<file path="config.mk">
export PLATFORM = sky130hd
export DESIGN_NAME = alu_ip
export DESIGN_NICKNAME = d
export VERILOG_FILES = /design/src/rtl/alu_pkg.sv /design/src/rtl/alu_core.sv /design/src/rtl/alu_ip.sv
export SDC_FILE = /design/constraint.sdc
export NUM_CORES = 1
export LEC_CHECK = 0
export CORE_ASPECT_RATIO = 0.5
export CORE_MARGIN = 3
export CORE_UTILIZATION = 35
export CTS_CLUSTER_DIAMETER = 120
export DETAILED_ROUTE_END_ITERATION = 8
export DONT_BUFFER_PORTS = 1
export PLACE_DENSITY_LB_ADDON = 0.08
export SYNTH_ARGS = -nofsm -noshare
export SYNTH_HDL_FRONTEND = slang
export SYNTH_SLANG_ARGS = --single-unit
</file>
<file path="constraint.sdc">
create_clock -name clk -period 4.62 [get_ports clk]
set_clock_uncertainty 0.15 [all_clocks]
set_input_delay 0.462 -clock clk [delete_from_list [all_inputs] [get_ports clk]]
set_output_delay 0.462 -clock clk [all_outputs]
set_load 0.05 [all_outputs]
</file>
<file path="src/rtl/alu_pkg.sv">
// Purpose: shared types and width for the 8-bit signed ALU slice.
// Latency: n/a (types and constants only).
// Backpressure: n/a.
package alu_pkg;

    localparam int W = 8;

    // Encodings 0..7 match the sel port directly.
    typedef enum logic [2:0] {
        ADD = 3'd0,
        SUB = 3'd1,
        MUL = 3'd2,
        AND = 3'd3,
        OR  = 3'd4,
        XOR = 3'd5,
        SRA = 3'd6,
        SLT = 3'd7
    } alu_op_e;

endpackage

</file>
<file path="src/rtl/alu_core.sv">
// Purpose: combinational result of one ALU operation on two signed 8-bit operands.
// Latency: 0 cycles (pure combinational).
// Backpressure: none; a result is produced for every input combination.
//
// Ports:
//   sel - operation select (alu_op_e encoding)
//   A   - signed operand A
//   B   - signed operand B (only B[2:0] matters for SRA)
//   res - operation result, wrapping modulo 256 for ADD/SUB/MUL
module alu_core
    import alu_pkg::*;
(
    input  logic        [2:0]   sel,
    input  logic signed [W-1:0] A,
    input  logic signed [W-1:0] B,
    output logic        [W-1:0] res
);

    always_comb begin
        res = '0;
        case (alu_op_e'(sel))
            ADD: res = A + B;
            SUB: res = A - B;
            // The low byte of a two's-complement product does not depend on
            // the sign interpretation, so an 8-bit-wide multiply gives exactly
            // the low 8 bits of the signed 16-bit product.
            MUL: res = A * B;
            AND: res = A & B;
            OR:  res = A | B;
            XOR: res = A ^ B;
            // Shift amount is deliberately limited to B[2:0]; upper bits ignored.
            SRA: res = A >>> B[2:0];
            SLT: res = (A < B) ? W'(1) : W'(0);
            default: res = '0;
        endcase
    end

endmodule

</file>
<file path="src/rtl/alu_ip.sv">
// Purpose: registered 8-bit signed ALU with zero flag.
// Latency: 1 cycle from inputs to C/Z; a new operation is accepted every cycle.
// Backpressure: none; no handshake, results are never stalled.
//
// Ports:
//   clk - rising-edge clock
//   rst - synchronous active-high reset (C <= 0, Z <= 1), overrides any operation
//   sel - operation select
//   A   - signed operand A
//   B   - signed operand B
//   C   - registered result
//   Z   - registered zero flag, set when the loaded C is zero
module alu_ip
    import alu_pkg::*;
(
    input  logic               clk,
    input  logic               rst,
    input  logic        [2:0]  sel,
    input  logic signed [7:0]  A,
    input  logic signed [7:0]  B,
    output logic signed [7:0]  C,
    output logic               Z
);

    logic [W-1:0] res;

    alu_core u_core (
        .sel (sel),
        .A   (A),
        .B   (B),
        .res (res)
    );

    // Z is derived from the same combinational result that loads C, so the
    // two registers always agree with each other.
    always_ff @(posedge clk) begin
        if (rst) begin
            C <= '0;
            Z <= 1'b1;
        end else begin
            C <= res;
            Z <= (res == '0);
        end
    end

endmodule

</file>
==> results of run 1 <==
==> metal layers <==
layer	track usage, %	vias up
li1	-	1167
met1	28.84	1168
met2	29.25	84
met3	1.325	6
met4	3.718	0
met5	0	-
==> cells by family (layout without fill, tap and decap cells) <==
| logic type | Yosys count | in the layout |
|---|---|---|
| adder cells (fa/ha/maj) | 57 | 57 |
| AO/OA/AOI/OAI | 63 | 63 |
| XOR/XNOR | 19 | 19 |
| multiplexers | 13 | 13 |
| flip-flops | 9 | 9 |
| AND/OR/NAND/NOR | 115 | 115 |
| buffers and inverters | 61 | 69 |
==> flip-flops by register name, indices dropped and copies added, names as in the netlist <==
signal and count:
C 8, Z 1
==> critical path: stages <==
cell and delay [ns]:
clkinvlp_4 0.12, buf_4 0.17, nor2_1 0.11, ha_1 0.16, inv_1 0.05, fa_1 0.47, inv_1 0.04, ha_1 0.31
fa_1 0.49, ha_1 0.24, fa_1 0.39, xor2_1 0.20, a221oi_1 0.27, nor2_1 0.11, a221oi_2 0.21, o211a_1 0.22
nand4bb_1 0.13, o41ai_2 0.22
==> cell usage after synthesis, types with 2 or more instances <==
master,number
a311oi_1,2
buf_2,3
mux2i_1,5
nor2b_1,7
xnor3_1,2
o211ai_1,3
mux4_2,3
a221o_1,3
nand2_1,30
a31oi_1,3
mux4_1,2
a21oi_1,11
ha_1,43
xnor2_1,13
and2_1,3
a211o_1,2
mux2_2,3
or3_1,2
xor2_1,3
nor3_1,6
a21o_1,3
o41ai_2,2
a221oi_1,4
nor2_1,46
buf_6,4
dfxtp_1,9
clkbuf_8,4
nand2b_1,4
inv_1,47
and3_1,2
o22ai_1,4
nand3_1,3
fa_1,14
o21ai_0,12
==> area by class of cell <==
| type | count | area [µm²] |
|---|---|---|
| timing repair buffer | 17 | 127.6 |
| tap | 92 | 115.1 |
| multi-input combinational | 267 | 2246 |
| clock buffer | 4 | 78.83 |
| sequential | 9 | 180.2 |
| inverter | 48 | 187.7 |
| fill | 764 | 4159 |
==> worst max-delay path by stage <==
stage / startpoint / end / slack (ns) / depth (start not counted)
after global routing: B[0] / Z$_SDFF_PP1_ / 0.02 / 18
after global placement: A[3] / Z$_SDFF_PP1_ / -0.10 / 16
after CTS: B[0] / Z$_SDFF_PP1_ / 0.04 / 17
final: B[0] / Z$_SDFF_PP1_ / 0.22 / 18
after detailed placement: B[0] / Z$_SDFF_PP1_ / -0.17 / 17
after floorplan: A[3] / Z$_SDFF_PP1_ / 0.1 / 16
==> per-stage QoR <==
stage / std cells / hold WS, ns / TNS [ns]
after floorplan: 337 / 0.3844 / 0
after global placement: 433 / 0.3842 / -0.1996
after detailed placement: 433 / 0.3860 / -0.2779
after CTS: 437 / 0.1442 / 0
after global routing: 437 / 0.1455 / 0
final: 437 / 0.1478 / 0
==> power groups by stage <==
stage / combinational [mW] / sequential (mW) / clock, mW
CTS: 0.384 / 0.120 / 0.150
detailed placement: 0.379 / 0.122 / 0
finish: 0.384 / 0.120 / 0.147
global route: 0.433 / 0.122 / 0.153
floorplan: 0.300 / 0.121 / 0
global placement: 0.378 / 0.122 / 0
==> results_dict.tcl, run 1 <==
set metrics [dict create \
    status "finished clean" \
    dp_slack_ns -0.1704 \
    routed.top_layer "met4" \
    synth_edf_count 0 \
    clkTransAtPathRegs_ns 0.04 \
    wire_per_inst_um 18.56 \
    synth_mux_area_share_pct 7.518 \
    hp-class "primary input to flop" \
    wl_met3_um 449 \
    die-area_mm2 0.008907 \
    via_per_inst 5.549 \
    coreArea_mm2 0.007094 \
    cap_violations 0 \
    fin_nets 424 \
    synth_xor_area_share_pct 7.426 \
    io_pins 30 \
    worstHoldPathCells 1 \
    syn_area_mm2 0.002713 \
    dr_total_vias 2425 \
    required_ns 4.60 \
    synth_fa_ha_area_share_pct 30.17 \
    setup_slack_ns 0.2208 \
    syn_area_per_cell_um2 8.049 \
    hold_viol 0 \
    p_int_mw 0.3822 \
    final_util_pct 41.38 \
    grt_max_degree 24 \
    hold_path_end "C[6]$_SDFF_PP0_" \
    clockPowerShare_pct 22.5 \
    power.density_mw_per_mm2 221.9 \
    post-cts-setup-buffers 0 \
    synth-async-reset-ratio_pct 0 \
    ys.flop_type "dfxtp_1" \
    ir_worst_vdd_uv 162.8 \
    overflow 0 \
    cts_root_buffer "clkbuf_16" \
    area_growth_pct 8.210 \
    path_class "primary input to flop" \
    ys_seq_area_share_pct 6.642 \
    slew_viol_final 0 \
    die_w_um 130.5 \
    cp-start-kind "primary input" \
    grt_usage_pct 18.91 \
    swShare_pct 41.32 \
    arrival_ns 4.38 \
    syn-instance-count 337 \
    hp-start "rst" \
    initial_core_util_pct 38.24 \
    netSwitchingPower_mw 0.2692 \
    fin_area_mm2 0.002935 \
    tightest_slew_ns 0.6059 \
    synth-compound-area-share_pct 17.07 \
    crit_fanout 12 \
    cts_tree "built" \
    num_rows 21 \
    synth.top_cells.by_area "ha_1 (20%), fa_1 (10%), dfxtp_1 (6.6%), inv_1 (6.5%), nor2_1 (6.4%)" \
    ys_types 64 \
    wl_met1_mm 4.266 \
    gp_congestion 0.8526 \
    wl_met2_mm 3.353 \
    finalPower_mw 0.6514 \
    postRouteAntennaNets 0 \
    min_period_ns 4.399 \
    synth_top_family_by_area "adder cells" \
    ys_ff_latch 9 \
    clockBufferDepth 2 \
    combPwrFrac_pct 59.0 \
    synth_nets 415 \
    max-slew-margin-rel_pct 59.30 \
    mostFrequentLayoutCells "inv_1 (45), nor2_1 (45), ha_1 (42), nand2_1 (30), buf_4 (17)" \
    synth_top_area_cell "ha_1" \
    rsz0062_at_grt "no" \
    leakagePower_nw 1.413 \
    diodes 0 \
    ys_warn_count 0 \
    fmax_mhz 227.3 \
    dpl-instance-area_mm2 0.002838 \
    endpoint_kind "flop" \
    numCtsBuffers 3 \
    wl_mm 8.109 \
    seqPwrFrac_pct 18.5 \
    layout-drive-gt1-share_pct 12.17 \
    die_h_um 68.25 \
    drc 0 \
    drtIter0Drc 177 \
    clock_sinks 9 \
    synthSimpleGateAreaFrac_pct 19.97 \
    grt_pass1_wl_mm 13.13 \
    setup_viol 0 \
    antenna_found_initial 0 \
    finalCritPeriodShare_pct 95.22 \
    portBuffers 0 \
    cts_max_level 1 \
    postCtsHoldBufs 0 \
    first_pass_iters 5 \
    place_hpwl_mm 6.492 \
    grt_pass1_vias 2472 \
    synthDominantCellAreaShare_pct 19.83 \
    postCtsResizedCells 0 \
]
Power figures use the tool's default switching activity.
==> inputs of run 2 (changes only) <==
--- a/config.mk
+++ b/config.mk
@@ -14,4 +14,5 @@
 export PLACE_DENSITY_LB_ADDON = 0.08
 export SYNTH_ARGS = -nofsm -noshare
 export SYNTH_HDL_FRONTEND = slang
+export SYNTH_HIERARCHICAL = 1
 export SYNTH_SLANG_ARGS = --single-unit
==> run 2 against run 1 <==
  * Sequential power barely moved
  * Non-clock buffer count is 12 lower
  * Highest routed layer unchanged
  * Clock power barely moved
  * Sequential cell count is the same
  * Routed wire length is 4.9% lower
  * Area after synthesis decreased by 6.7%
  * Worst hold slack better by 0.00054 ns
  * Synthesized cell count is 0.30% lower
  * Clock-buffer cell count did not move
  * Maximum frequency increased by 3.1%
  * Utilization fell by 1.8 points
  * Total power down 3.5%
==> results_dict.tcl, run 2 <==
set metrics [dict create \
    crit_fanout 7 \
    area_growth_pct 6.825 \
    clock_sinks 9 \
    wire_per_inst_um 18.11 \
    dpl-instance-area_mm2 0.002624 \
    rsz0062_at_grt "no" \
    max-slew-margin-rel_pct 67.94 \
    ys_top_cells_by_count "ha_1 (43), inv_1 (43), nor2_1 (33)" \
    die_w_um 126.2 \
    cp-start-kind "primary input" \
    diodes 0 \
    mostFrequentLayoutCells "inv_1 (43), ha_1 (43), nor2_1 (33), nand2_1 (30), a21oi_1 (19)" \
    synth_edf_count 0 \
    leakagePower_nw 1.247 \
    status "finished clean" \
    via_per_inst 5.559 \
    postCtsHoldBufs 0 \
    ys.flop_type "dfxtp_1" \
    portBuffers 0 \
    place_hpwl_mm 6.331 \
    die-area_mm2 0.008347 \
    ys_warn_count 6 \
    synth_xor_area_share_pct 6.578 \
    cts_root_buffer "clkbuf_16" \
    synth_top_area_cell "ha_1" \
    cp_slowest_stage_delay_ns 0.54 \
    final.setup.tns_ns 0 \
    post-cts-setup-buffers 0 \
    tightest_slew_ns 0.4802 \
    synthSimpleGateAreaFrac_pct 19.24 \
    postRouteAntennaNets 0 \
    syn-instance-count 336 \
    slew_viol_final 0 \
    grt_pass1_wl_mm 12.43 \
    layout-drive-gt1-share_pct 7.784 \
    ys_types 60 \
    coreArea_mm2 0.006832 \
    top_regs "C (8), Z (1)" \
    required_ns 4.59 \
    grt_pass1_vias 2351 \
    drtIter0Drc 187 \
    cap_violations 0 \
    power.density_mw_per_mm2 232.6 \
    ir_worst_vdd_uv 122.6 \
    syn_area_mm2 0.002530 \
    numCtsBuffers 3 \
    grt_usage_pct 18.73 \
    wl_mm 7.715 \
    grt_max_degree 23 \
    initial_core_util_pct 37.03 \
    hp-class "primary input to flop" \
    multi_input_area_mm2 0.002107 \
    synth.top_cells.by_area "ha_1 (21%), fa_1 (11%), dfxtp_1 (7.1%), inv_1 (6.4%), xnor2_1 (5.9%)" \
    synth_fa_ha_area_share_pct 32.34 \
    drc 0 \
    instances_no_fill 426 \
    nFillCells 728 \
    ys_seq_area_share_pct 7.122 \
    hold_viol 0 \
    num_rows 21 \
    regArea_um2 180.2 \
    synth_mux_area_share_pct 3.066 \
    fin_nets 413 \
    fin_area_mm2 0.002703 \
    postCtsResizedCells 0 \
    gp_congestion 0.9221 \
    overflow 0 \
    dp_slack_ns 0.1292 \
    dp.cells 422 \
    synth_top_family_by_area "adder cells" \
    ys_ff_latch 9 \
    min_period_ns 4.268 \
    setup_slack_ns 0.3521 \
    regMostFlops "C" \
    syn_area_per_cell_um2 7.530 \
    critPathSlowestCell "fa_1" \
    io_pins 30 \
    cts_max_level 1 \
    synth_nets 414 \
    synth-async-reset-ratio_pct 0 \
    synth-compound-area-share_pct 22.06 \
    largest_reg_flops 8 \
    path_class "primary input to flop" \
    path_cells "ha_1, inv_1, fa_1, inv_1, ha_1, fa_1, inv_1, fa_1, inv_1, ha_1, a21oi_1, xnor2_1, xnor2_1, nand3_1, a32oi_1, nor4_2, a21o_1" \
    fmax_mhz 234.3 \
    arrival_ns 4.24 \
    endpoint_kind "flop" \
    setup_viol 0 \
    timing.hold.ws_ns 0.1484 \
    dr_total_vias 2368 \
    antenna_found_initial 0 \
    first_pass_iters 5 \
    synthDominantCellAreaShare_pct 21.27 \
    die_h_um 66.12 \
    clockBufferDepth 2 \
    finalCritPeriodShare_pct 92.38 \
    cts_tree "built" \
    cp_common_cell "inv_1" \
    clkTransAtPathRegs_ns 0.04 \
]
-- run 2: cell types whose count changed after synthesis, sizes merged, moves of 4 or more --
cell / before / now
nor2b: 7 / 12
a21oi: 11 / 20
o21a: 0 / 4
nor2: 46 / 35
mux2i: 5 / 1
clkbuf: 6 / 2
o21ai: 12 / 19
-- run 2: cell families (layout without fill, tap and decap cells) --
logic type | Yosys count | in the layout
flip-flops | 9 | 9
buffers and inverters | 60 | 58
XOR/XNOR | 19 | 19
AO/OA/AOI/OAI | 84 | 84
AND/OR/NAND/NOR | 102 | 102
adder cells (fa/ha/maj) | 57 | 57
multiplexers | 5 | 5
-- run 2: power breakdown --
group	switching (mW)	total [mW]	internal, mW
clock	0.0321	0.147	0.115
combinational	0.202	0.362	0.160
sequential	0.0327	0.120	0.0869
total	0.267	0.629	0.362
-- run 2: layer usage --
| layer | vias up | global-route usage, % | share of wire, % |
|---|---|---|---|
| met4 | 0 | 2.674 | 0.41 |
| met2 | 97 | 29.89 | 42 |
| met5 | - | 0 | 0 |
| met3 | 6 | 1.935 | 7.6 |
| met1 | 1126 | 27.84 | 50 |
| li1 | 1139 | - | - |
-- run 2: metrics by stage --
step	utilization, %	power (mW)
finish	39.56	0.6287
floorplan	-	0.4054
CTS	39.56	0.6320
global placement	38.41	0.4793
global route	39.56	0.6819
detailed placement	38.41	0.4804
-- run 2: cell type report --
type	count	share of cell area (%)
Inverter	49	6.806
Timing Repair Buffer	5	1.389
Clock buffer	4	2.917
Multi-Input combinational cell	267	77.96
Tap cell	92	4.259
Sequential cell	9	6.667
-- run 2: path summary, 6_finish.rpt --
path                  from               to  slack, ns  cells past startpoint
worst max-delay path  A[3]     Z$_SDFF_PP1_       0.35                     17
worst min-delay path   rst  C[5]$_SDFF_PP0_       0.15                      1
-- run 2: worst max-delay path, delay by kind of cell --
| kind | cells | cell delay (ns) |
|---|---|---|
| adders and majority gates | 6 | 2.34 |
| and+or+nand+nor | 2 | 0.22 |
| buffers and inverters | 4 | 0.23 |
| xor gates and xnor gates | 2 | 0.32 |
| AOI/OAI and AO/OA | 3 | 0.67 |
